**src/rtl/rvm_sort_ctrl.sv**
```systemverilog
// Reverse-vending sorter: debounced sensor word, classify, chute/reject flag,
// saturating BCD item count on a multiplexed 7-segment display.
module rvm_sort_ctrl #(
  parameter int N_TYPES         = 3,
  parameter int DEBOUNCE_CYCLES = 1000000,
  parameter int FLAG_CYCLES     = 50000000,
  parameter int DIGITS          = 4,
  parameter int REFRESH_DIV     = 100000
) (
  input  logic               clk,
  input  logic               reset,
  input  logic [N_TYPES:0]   sensor,
  input  logic               count_clr,
  output logic [N_TYPES-1:0] chute,
  output logic               LED,
  output logic               busy,
  output logic [DIGITS-1:0]  anodes,
  output logic [6:0]         cathodes
);

  localparam int DW = $clog2(DEBOUNCE_CYCLES);
  localparam int FW = $clog2(FLAG_CYCLES + 1);
  localparam int RW = $clog2(REFRESH_DIV + 1);
  localparam int IW = (DIGITS > 1) ? $clog2(DIGITS) : 1;

  localparam logic [DW-1:0] DB_MAX = DW'(DEBOUNCE_CYCLES - 1);
  localparam logic [FW-1:0] F_MAX  = FW'(FLAG_CYCLES - 1);
  localparam logic [RW-1:0] R_MAX  = RW'(REFRESH_DIV - 1);
  localparam logic [IW-1:0] I_MAX  = IW'(DIGITS - 1);

  typedef enum logic [2:0] {
    IDLE, DEBOUNCE, CLASSIFY, SORT, REJECT, WAIT_CLEAR
  } state_t;

  state_t               state;
  logic [N_TYPES:0]     s1, s;
  logic [DW-1:0]        db;
  logic                 db_done;
  logic [N_TYPES-1:0]   cls;
  logic                 one_hot;
  logic [FW-1:0]        fcnt;
  logic [4*DIGITS-1:0]  count, count_nxt;
  logic                 carry, all9;
  logic [RW-1:0]        div;
  logic [IW-1:0]        idx, idx_nxt;
  logic [3:0]           digit;

  // Counter clears on the edge a new word enters s, so it reads
  // "stable cycles minus one" for the word currently in s.
  always_ff @(posedge clk or posedge reset) begin
    if (reset) begin
      s1 <= '0;
      s  <= '0;
      db <= '0;
    end else begin
      s1 <= sensor;
      s  <= s1;
      if (s1 != s)
        db <= '0;
      else if (db != DB_MAX)
        db <= db + 1'b1;
    end
  end

  assign db_done = (db == DB_MAX);
  assign one_hot = (|cls) && ((cls & (cls - 1'b1)) == '0);

  always_ff @(posedge clk or posedge reset) begin
    if (reset) begin
      state <= IDLE;
      cls   <= '0;
      fcnt  <= '0;
      chute <= '0;
      LED   <= 1'b0;
      busy  <= 1'b0;
    end else begin
      unique case (state)
        IDLE: begin
          if (s[0]) begin
            state <= DEBOUNCE;
            busy  <= 1'b1;
          end
        end
        DEBOUNCE: begin
          if (!s[0]) begin
            state <= IDLE;
            busy  <= 1'b0;
          end else if (db_done) begin
            state <= CLASSIFY;
            cls   <= s[N_TYPES:1];
          end
        end
        CLASSIFY: begin
          fcnt <= '0;
          if (one_hot) begin
            state <= SORT;
            chute <= cls;
          end else begin
            state <= REJECT;
            LED   <= 1'b1;
          end
        end
        SORT, REJECT: begin
          if (fcnt == F_MAX) begin
            state <= WAIT_CLEAR;
            chute <= '0;
            LED   <= 1'b0;
          end else begin
            fcnt <= fcnt + 1'b1;
          end
        end
        WAIT_CLEAR: begin
          if (!s[0] && db_done) begin
            state <= IDLE;
            busy  <= 1'b0;
          end
        end
        default: begin
          state <= IDLE;
          busy  <= 1'b0;
        end
      endcase
    end
  end

  always_comb begin
    count_nxt = count;
    carry     = 1'b1;
    all9      = 1'b1;
    for (int i = 0; i < DIGITS; i++)
      if (count[4*i +: 4] != 4'd9) all9 = 1'b0;
    if (state == CLASSIFY && one_hot && !all9) begin
      for (int i = 0; i < DIGITS; i++) begin
        if (carry) begin
          if (count[4*i +: 4] == 4'd9) begin
            count_nxt[4*i +: 4] = 4'd0;
          end else begin
            count_nxt[4*i +: 4] = count[4*i +: 4] + 4'd1;
            carry = 1'b0;
          end
        end
      end
    end else if (state == IDLE && count_clr) begin
      count_nxt = '0;
    end
  end

  always_comb begin
    idx_nxt = idx;
    if (div == R_MAX)
      idx_nxt = (idx == I_MAX) ? '0 : idx + 1'b1;
    digit = '0;
    for (int i = 0; i < DIGITS; i++)
      if (idx_nxt == IW'(i)) digit = count_nxt[4*i +: 4];
  end

  function automatic logic [6:0] glyph(input logic [3:0] d);
    case (d)
      4'd0:    glyph = 7'b1000000;
      4'd1:    glyph = 7'b1111001;
      4'd2:    glyph = 7'b0100100;
      4'd3:    glyph = 7'b0110000;
      4'd4:    glyph = 7'b0011001;
      4'd5:    glyph = 7'b0010010;
      4'd6:    glyph = 7'b0000010;
      4'd7:    glyph = 7'b1111000;
      4'd8:    glyph = 7'b0000000;
      4'd9:    glyph = 7'b0010000;
      default: glyph = 7'b1111111;
    endcase
  endfunction

  // Display registers load from next-state values so the lit digit
  // always matches the count and scan index held this cycle.
  always_ff @(posedge clk or posedge reset) begin
    if (reset) begin
      count    <= '0;
      div      <= '0;
      idx      <= '0;
      anodes   <= ~DIGITS'(1);
      cathodes <= 7'b1000000;
    end else begin
      count    <= count_nxt;
      div      <= (div == R_MAX) ? '0 : div + 1'b1;
      idx      <= idx_nxt;
      anodes   <= ~(DIGITS'(1) << idx_nxt);
      cathodes <= glyph(digit);
    end
  end

endmodule

```
**config.mk**
```make
export PLATFORM = sky130hd
export DESIGN_NAME = rvm_sort_ctrl
export DESIGN_NICKNAME = d
export VERILOG_FILES = /design/src/rtl/rvm_sort_ctrl.sv
export SDC_FILE = /design/constraint.sdc
export NUM_CORES = 1
export LEC_CHECK = 0
export CAP_MARGIN = 5
export CORE_UTILIZATION = 65
export CTS_BUF_LIST = sky130_fd_sc_hd__clkbuf_8
export DETAILED_ROUTE_END_ITERATION = 12
export PLACE_DENSITY = 0.85
export SETUP_SLACK_MARGIN = 0.05
export SLEW_MARGIN = 15
export SYNTH_ARGS = -nofsm -noshare
export SYNTH_HDL_FRONTEND = slang
export SYNTH_SLANG_ARGS = --single-unit
```
**constraint.sdc**
```tcl
create_clock -name clk -period 9.9 [get_ports clk]
set_input_delay 2.97 -clock clk [delete_from_list [all_inputs] [get_ports clk]]
set_output_delay 2.97 -clock clk [all_outputs]
set_load 0.005 [all_outputs]
```
==> results of run 1 <==
[sequential cells by signal, indices dropped and copies added, names as in the netlist]
name      count
cathodes      7
s             4
db           20
chute         3
anodes        4
LED           1
div          17
s1            4
count        16
cls           3
state         3
busy          1
idx           2
fcnt         26
[area by class of cell]
cell class	instances	area [µm²]	share of cell area, %
Tap cell	105	131	2.17
Timing Repair Buffer	25	243	4.00
Clock inverter	5	33.8	0.557
Inverter	28	108	1.77
Clock buffer	11	151	2.50
Sequential cell	111	2780	45.9
Multi-Input combinational cell	407	2620	43.1
[metrics by stage]
stage / hold WS, ps / power, mW
4_1_cts: 416 / 0.871
5_1_grt: 428 / 0.904
3_5_place_dp: 396 / 0.619
2_1_floorplan: 373 / 0.588
6_report: 412 / 0.863
3_3_place_gp: 385 / 0.613
[worst paths after layout]
| path | from | endpoint | slack [ps] |
|---|---|---|---|
| worst max-delay path | count_clr | cathodes[3] | 4190 |
| worst min-delay path | s1[3] | s[3] | 410 |
| worst max register to register | div[13] | cathodes[3] | 6140 |
| worst min register to register | s1[3] | s[3] | 410 |
| max in group asynchronous | reset | s[0] | 5670 |
| min in group asynchronous | reset | fcnt[15] | 2900 |
[synth_stat cells (3+ instances only)]
library cell	number	area, µm²
nand2_1	52	195
nor2b_1	6	37.5
nor3_1	13	65.1
nor4_1	3	18.8
dfstp_2	4	105
xnor2_1	25	219
a21boi_0	4	30.0
and2_1	4	25.0
dfrtp_1	107	2680
ha_1	11	138
nor2_1	79	297
clkbuf_1	12	45.0
o211a_1	3	30.0
or3_1	4	25.0
nand2b_1	4	25.0
o211ai_1	4	30.0
a21o_1	3	22.5
a31oi_1	3	18.8
and3_1	13	81.3
a21oi_1	15	75.1
mux2i_1	13	130
mux2_2	6	67.6
o21ai_0	13	65.1
xor2_1	34	298
nand3_1	23	115
nor3b_1	4	30.0
a22oi_1	3	22.5
nand3b_1	3	22.5
nand4b_1	4	35.0
inv_1	27	101
nand4_1	20	125
[critical path: cells and delay by family]
| kind | cells | cell delay [ps] |
|---|---|---|
| buffers and inverters | 3 | 700 |
| adder cells (fa/ha/maj) | 1 | 330 |
| AND/OR/NAND/NOR | 1 | 750 |
| AO/OA/AOI/OAI | 5 | 1180 |
| multiplexers | 1 | 70 |
[power breakdown]
| part | switching [mW] | internal [mW] | total, mW |
|---|---|---|---|
| clock network | 0.147 | 0.106 | 0.253 |
| logic | 0.0653 | 0.0446 | 0.110 |
| registers | 0.0285 | 0.472 | 0.500 |
[placed cells by master, fill, tap and decap left out, drive strengths merged, types with 2 or more instances in the layout]
master and n:
nor2 79, or3 4, nor2b 6, nand3b 3, nand3 23, clkdlybuf4s50 22
a21boi 4, nor3 13, and2 4, nand4 20, nor3b 4, ha 11
nand2b 4, o21ai 14, mux2i 14, nand2 52, or4b 4, buf 3
a31oi 4, o31ai 2, a21o 3, a22oi 3, and3 13, inv 32
xor2 34, dfstp 4, mux2 6, nand4b 4, a21oi 15, or4 2
clkbuf 11, o211a 3, dfrtp 107, nor4 4, and4 2, o211ai 4
xnor2 25
[logic make-up (layout without fill, tap and decap cells)]
group                      after synthesis  count (layout)  synth area share [%]
muxes                                   20              20                  3.81
AOI/OAI and AO/OA                       69              69                  8.83
adders and majority gates               12              12                  2.66
and+or+nand+nor                        247             247                  22.4
buffers and inverters                   42              69                  2.88
DFF                                    111             111                  50.1
xor gates and xnor gates                59              59                  9.31
[per-layer routing]
metal | vias up | wire [µm] | GRT usage (%)
li1 | 1984 | - | -
met1 | 1975 | 4630 | 32.2
met2 | 72 | 5120 | 41.9
met3 | 13 | 407 | 5.80
met4 | 0 | 112 | 7.18
met5 | - | 0 | 0
==> impl_metrics.toml, run 1 <==
[run_status]
outcome = "finished, final reports clean"

[floorplanning]
rows = 33
die_area_um2 = 8920
initial_utilization_pct = 67.2
fp.dieH_um = 94.4
die_w_um = 94.4
ioPinCount = 23
core_area_um2 = 8260

[final_layout]
num_antenna_cells = 0
final_net_count = 600
fillCellCount = 575
syn_to_final_growth_pct = 9.22
fin_area_um2 = 6060
final_cells = 692
final_util_pct = 73.4
layout-drive-gt1-share_pct = 6.81

[logic_synthesis]
syn-cell-area_um2 = 5550
ys.flop_type = "dfrtp_1"
synth_edf_count = 0
seq_area_frac_synth_pct = 50.1
synthDistinctLibCells = 66
yosysWarnings = 0
netlist_instances = 560
syn_nets = 578
syn_area_per_cell_um2 = 9.92
synth-seq-cells = 111
async_flop_share_pct = 100

[placement]
gp_congestion = 0.948
dpl.hpwl_mm = 7.35
port_buffers = 22
dpl_cell_area_um2 = 5880
dp.cells = 676
preCtsSetupSlack_ps = 3880

[clocking]
clock_latency_ps = 370
cts_sinks = 111
clock_path_buffers = 2
post_cts_buffers = 0
cts_buffers = 9
htree_levels = 3
cts_root_buffer = "clkbuf_8"
post_cts_resized = 0
cts_tree = "built"
hold_buffers = 0
path_clk_slew_ps = 100

[timing]
worstMarginPinSlew_ps = 1040
slew_violations = 0
postLayoutSetupSlackWorst_ps = 4190
finalSetupViolCount = 0
timing.fmax_mhz = 175
finalCritPeriodShare_pct = 57.7
rsz0062_at_grt = "no"
final.min_clock_period_ps = 5710
hold_viol = 0
relSlewSlack_pct = 30.3
tns_ps = 0
fin_skew_ps = 10.9

[worst_setup_path]
crit_arrival_ps = 6000
cp_common_cell = "inv_1"
crit_path_end_kind = "flip-flop"
cpMaxStageDelayCell = "or4b_2"
ff2ff_path_depth = 12
worst_path_largest_cell_delay_ps = 750
crit_type = "input pin to flip-flop"
cp-start-kind = "input pin"
worstPathMaxFanout = 11
crit_chain = "clkdlybuf4s50_1 > or4b_2 > inv_1 > a21oi_1 > a211oi_1 > a222oi_1 > o21ai_1 > ha_1 > inv_1 > mux2i_1 > a21boi_0"
required_ps = 10190

[grt]
grt.total_usage_pct = 24.9
grt-ovfl-total = 0
grt_pass1_vias = 3843
antenna_found_initial = 0
grt_max_degree = 86
grt_pass1_wl_mm = 17.3

[job]
max_cap_violations = 0

[pwr]
powerDensity_nw_per_um2 = 142
p_leak_nw = 2.85
ir_drop_mv = 0.0847

[routing]
wire_per_inst_um = 14.8
first_iter_violations = 184
viasPerCell = 5.84
drc = 0
vias = 4044
first_pass_iters = 5
drt_wl_total_mm = 10.3
ant_nets = 0

[hold_path]
holdPathStages = 0
hold_class = "flip-flop to flip-flop"
Note: power is estimated with default switching activity, not from simulation.
==> run 2: changes to the inputs <==
- CORE_UTILIZATION: 65 -> 63
- PLACE_DENSITY: 0.85 -> 0.82
- clock period: 9.9 -> 5.3 ns (I/O delays scaled with it)
==> run 2 against run 1 <==
Sequential power is 87% higher. Register-to-register slack worse by 4800 ps. Global-route usage about the same. Sequential cell count is the same. Non-clock buffer count grew 2. Combinational power up 95%. Cell count rose by 0.14%. Hold slack got worse by 21 ps. Highest routed layer unchanged. Critical endpoint is now cathodes[5]. Critical path type unchanged. Count of clock-buffer cells in the layout is 1 lower. Setup slack got worse by 3200 ps. Critical path depth stayed put.
==> impl_metrics.toml, run 2 (synthesis results as in run 1) <==
[run_status]
outcome = "finished, final reports clean"

[pwr]
clkPwrFrac_pct = 28.4
swShare_pct = 28.7
switchingPower_mw = 0.461
powerDensity_nw_per_um2 = 265
ir_drop_mv = 0.130
p_seq_share_pct = 58.2
internal-power_mw = 1.15
combPwrFrac_pct = 13.3
p_leak_nw = 2.84

[grt]
antenna_found_initial = 0
grt-ovfl-total = 0
grt_pass1_vias = 3836
grt_pass1_wl_mm = 17.7
grt_max_degree = 62
grt.total_usage_pct = 24.9

[timing]
slew_violations = 0
final.min_clock_period_ps = 4270
tns_ps = 0
finalSetupViolCount = 0
fin_skew_ps = 8.09
rsz0062_at_grt = "no"
hold_viol = 0
finalCritPeriodShare_pct = 80.5
worstMarginPinSlew_ps = 1020
timing.fmax_mhz = 234
relSlewSlack_pct = 31.9

[placement]
dpl.hpwl_mm = 7.38
gp_congestion = 0.885
port_buffers = 22

[final_layout]
largest_reg_flops = 26
layout-drive-gt1-share_pct = 7.31
final_net_count = 602
largestRegisters = "fcnt x26, db x20, div x17"
num_antenna_cells = 0
regMostFlops = "fcnt"
syn_to_final_growth_pct = 9.22
mostFrequentLayoutCell = "dfrtp_1"
final_util_pct = 72.4
mostFrequentLayoutCells = "dfrtp_1, nor2_1, nand2_1, xor2_1, inv_1"

[hold_path]
holdPathStages = 0
hold_class = "flip-flop to flip-flop"
min_from = "s1[3]"
min_to = "s[3]"

[clocking]
clock_latency_ps = 370
post_cts_resized = 0
cts_sinks = 111
path_clk_slew_ps = 100
htree_levels = 3
cts_buffers = 9
post_cts_buffers = 0
cts_tree = "built"
clock_path_buffers = 2
cts_root_buffer = "clkbuf_8"
hold_buffers = 0

[floorplanning]
die_area_um2 = 9190
ioPinCount = 23
rows = 33
core_area_um2 = 8380
initial_utilization_pct = 66.2
die_w_um = 95.9
fp.dieH_um = 95.9

[worst_setup_path]
crit_arrival_ps = 4510
r2r_start = "div[13]"
cp_common_cell = "inv_1"
worstPathMaxFanout = 11
r2r_setup_slack_ps = 1390
ff2ff_path_depth = 11
crit_buf_inv = 3
crit_path_end_kind = "flip-flop"
crit_chain = "clkdlybuf4s50_1 > or4b_2 > inv_1 > a21oi_1 > a211oi_1 > a222oi_1 > o21ai_1 > inv_1 > ha_1 > mux2i_1 > a21boi_0"
required_ps = 5540
r2r-end = "cathodes[4]"
worst_path_largest_cell_delay_ps = 760
critPathTopFamily = "compound AO/OA/AOI/OAI gates"
cpMaxStageDelayCell = "or4b_2"
cp-start-kind = "input pin"
crit_type = "input pin to flip-flop"

[routing]
ant_nets = 0
drt_wl_total_mm = 10.5
vias = 4126
viasPerCell = 5.95
drc = 0
first_pass_iters = 5
wire_per_inst_um = 15.2
first_iter_violations = 269

[job]
max_cap_violations = 0
## run 2: cell types whose count changed in the layout (fill, tap and decap cells not counted), sizes merged
cell	previous run	this run
inv	32	30
clkbuf	11	10
buf	3	5
clkinv	1	3
## run 2: worst max path at each step
stage | startpoint | end | slack, ps | cells past startpoint
floorplan | reset | LED | 790 | 1
global placement | count_clr | cathodes[5] | 830 | 11
detailed placement | count_clr | cathodes[5] | 700 | 11
CTS | count_clr | cathodes[5] | 1100 | 11
global route | count_clr | cathodes[5] | 860 | 11
finish | count_clr | cathodes[5] | 1030 | 11
## run 2: through the flow
stage | hold WS [ps] | worst slack (ps) | std cells | power (mW) | instance area [µm²]
after global routing | 408 | 857 | 693 | 1.69 | 6060
after detailed placement | 388 | 698 | 678 | 1.17 | 5890
after CTS | 398 | 1100 | 693 | 1.62 | 6060
after floorplan | 373 | 786 | 560 | 1.10 | 5550
final | 390 | 1030 | 693 | 1.61 | 6060
after global placement | 379 | 825 | 678 | 1.15 | 5890
## run 2: area by class of cell
class                      count  area, µm²
timing repair buffer          27        258
fill                         607       2320
clock buffer                  10        138
clock inverter                 5       32.5
sequential                   111       2780
inverter                      28        108
tap                          105        131
multi-input combinational    407       2620
## run 2: layer usage
| layer | track usage, % | routed length [µm] |
|---|---|---|
| met5 | 0 | 0 |
| met3 | 5.85 | 567 |
| met4 | 5.47 | 111 |
| met1 | 34.4 | 4840 |
| met2 | 40.1 | 5020 |
## run 2: power by group through the flow
stage / Clock (mW) / Sequential, mW / Combinational, mW
floorplan: 0 / 0.921 / 0.177
global placement: 0 / 0.950 / 0.204
detailed placement: 0 / 0.952 / 0.214
CTS: 0.471 / 0.936 / 0.215
global route: 0.505 / 0.945 / 0.240
finish: 0.457 / 0.937 / 0.214
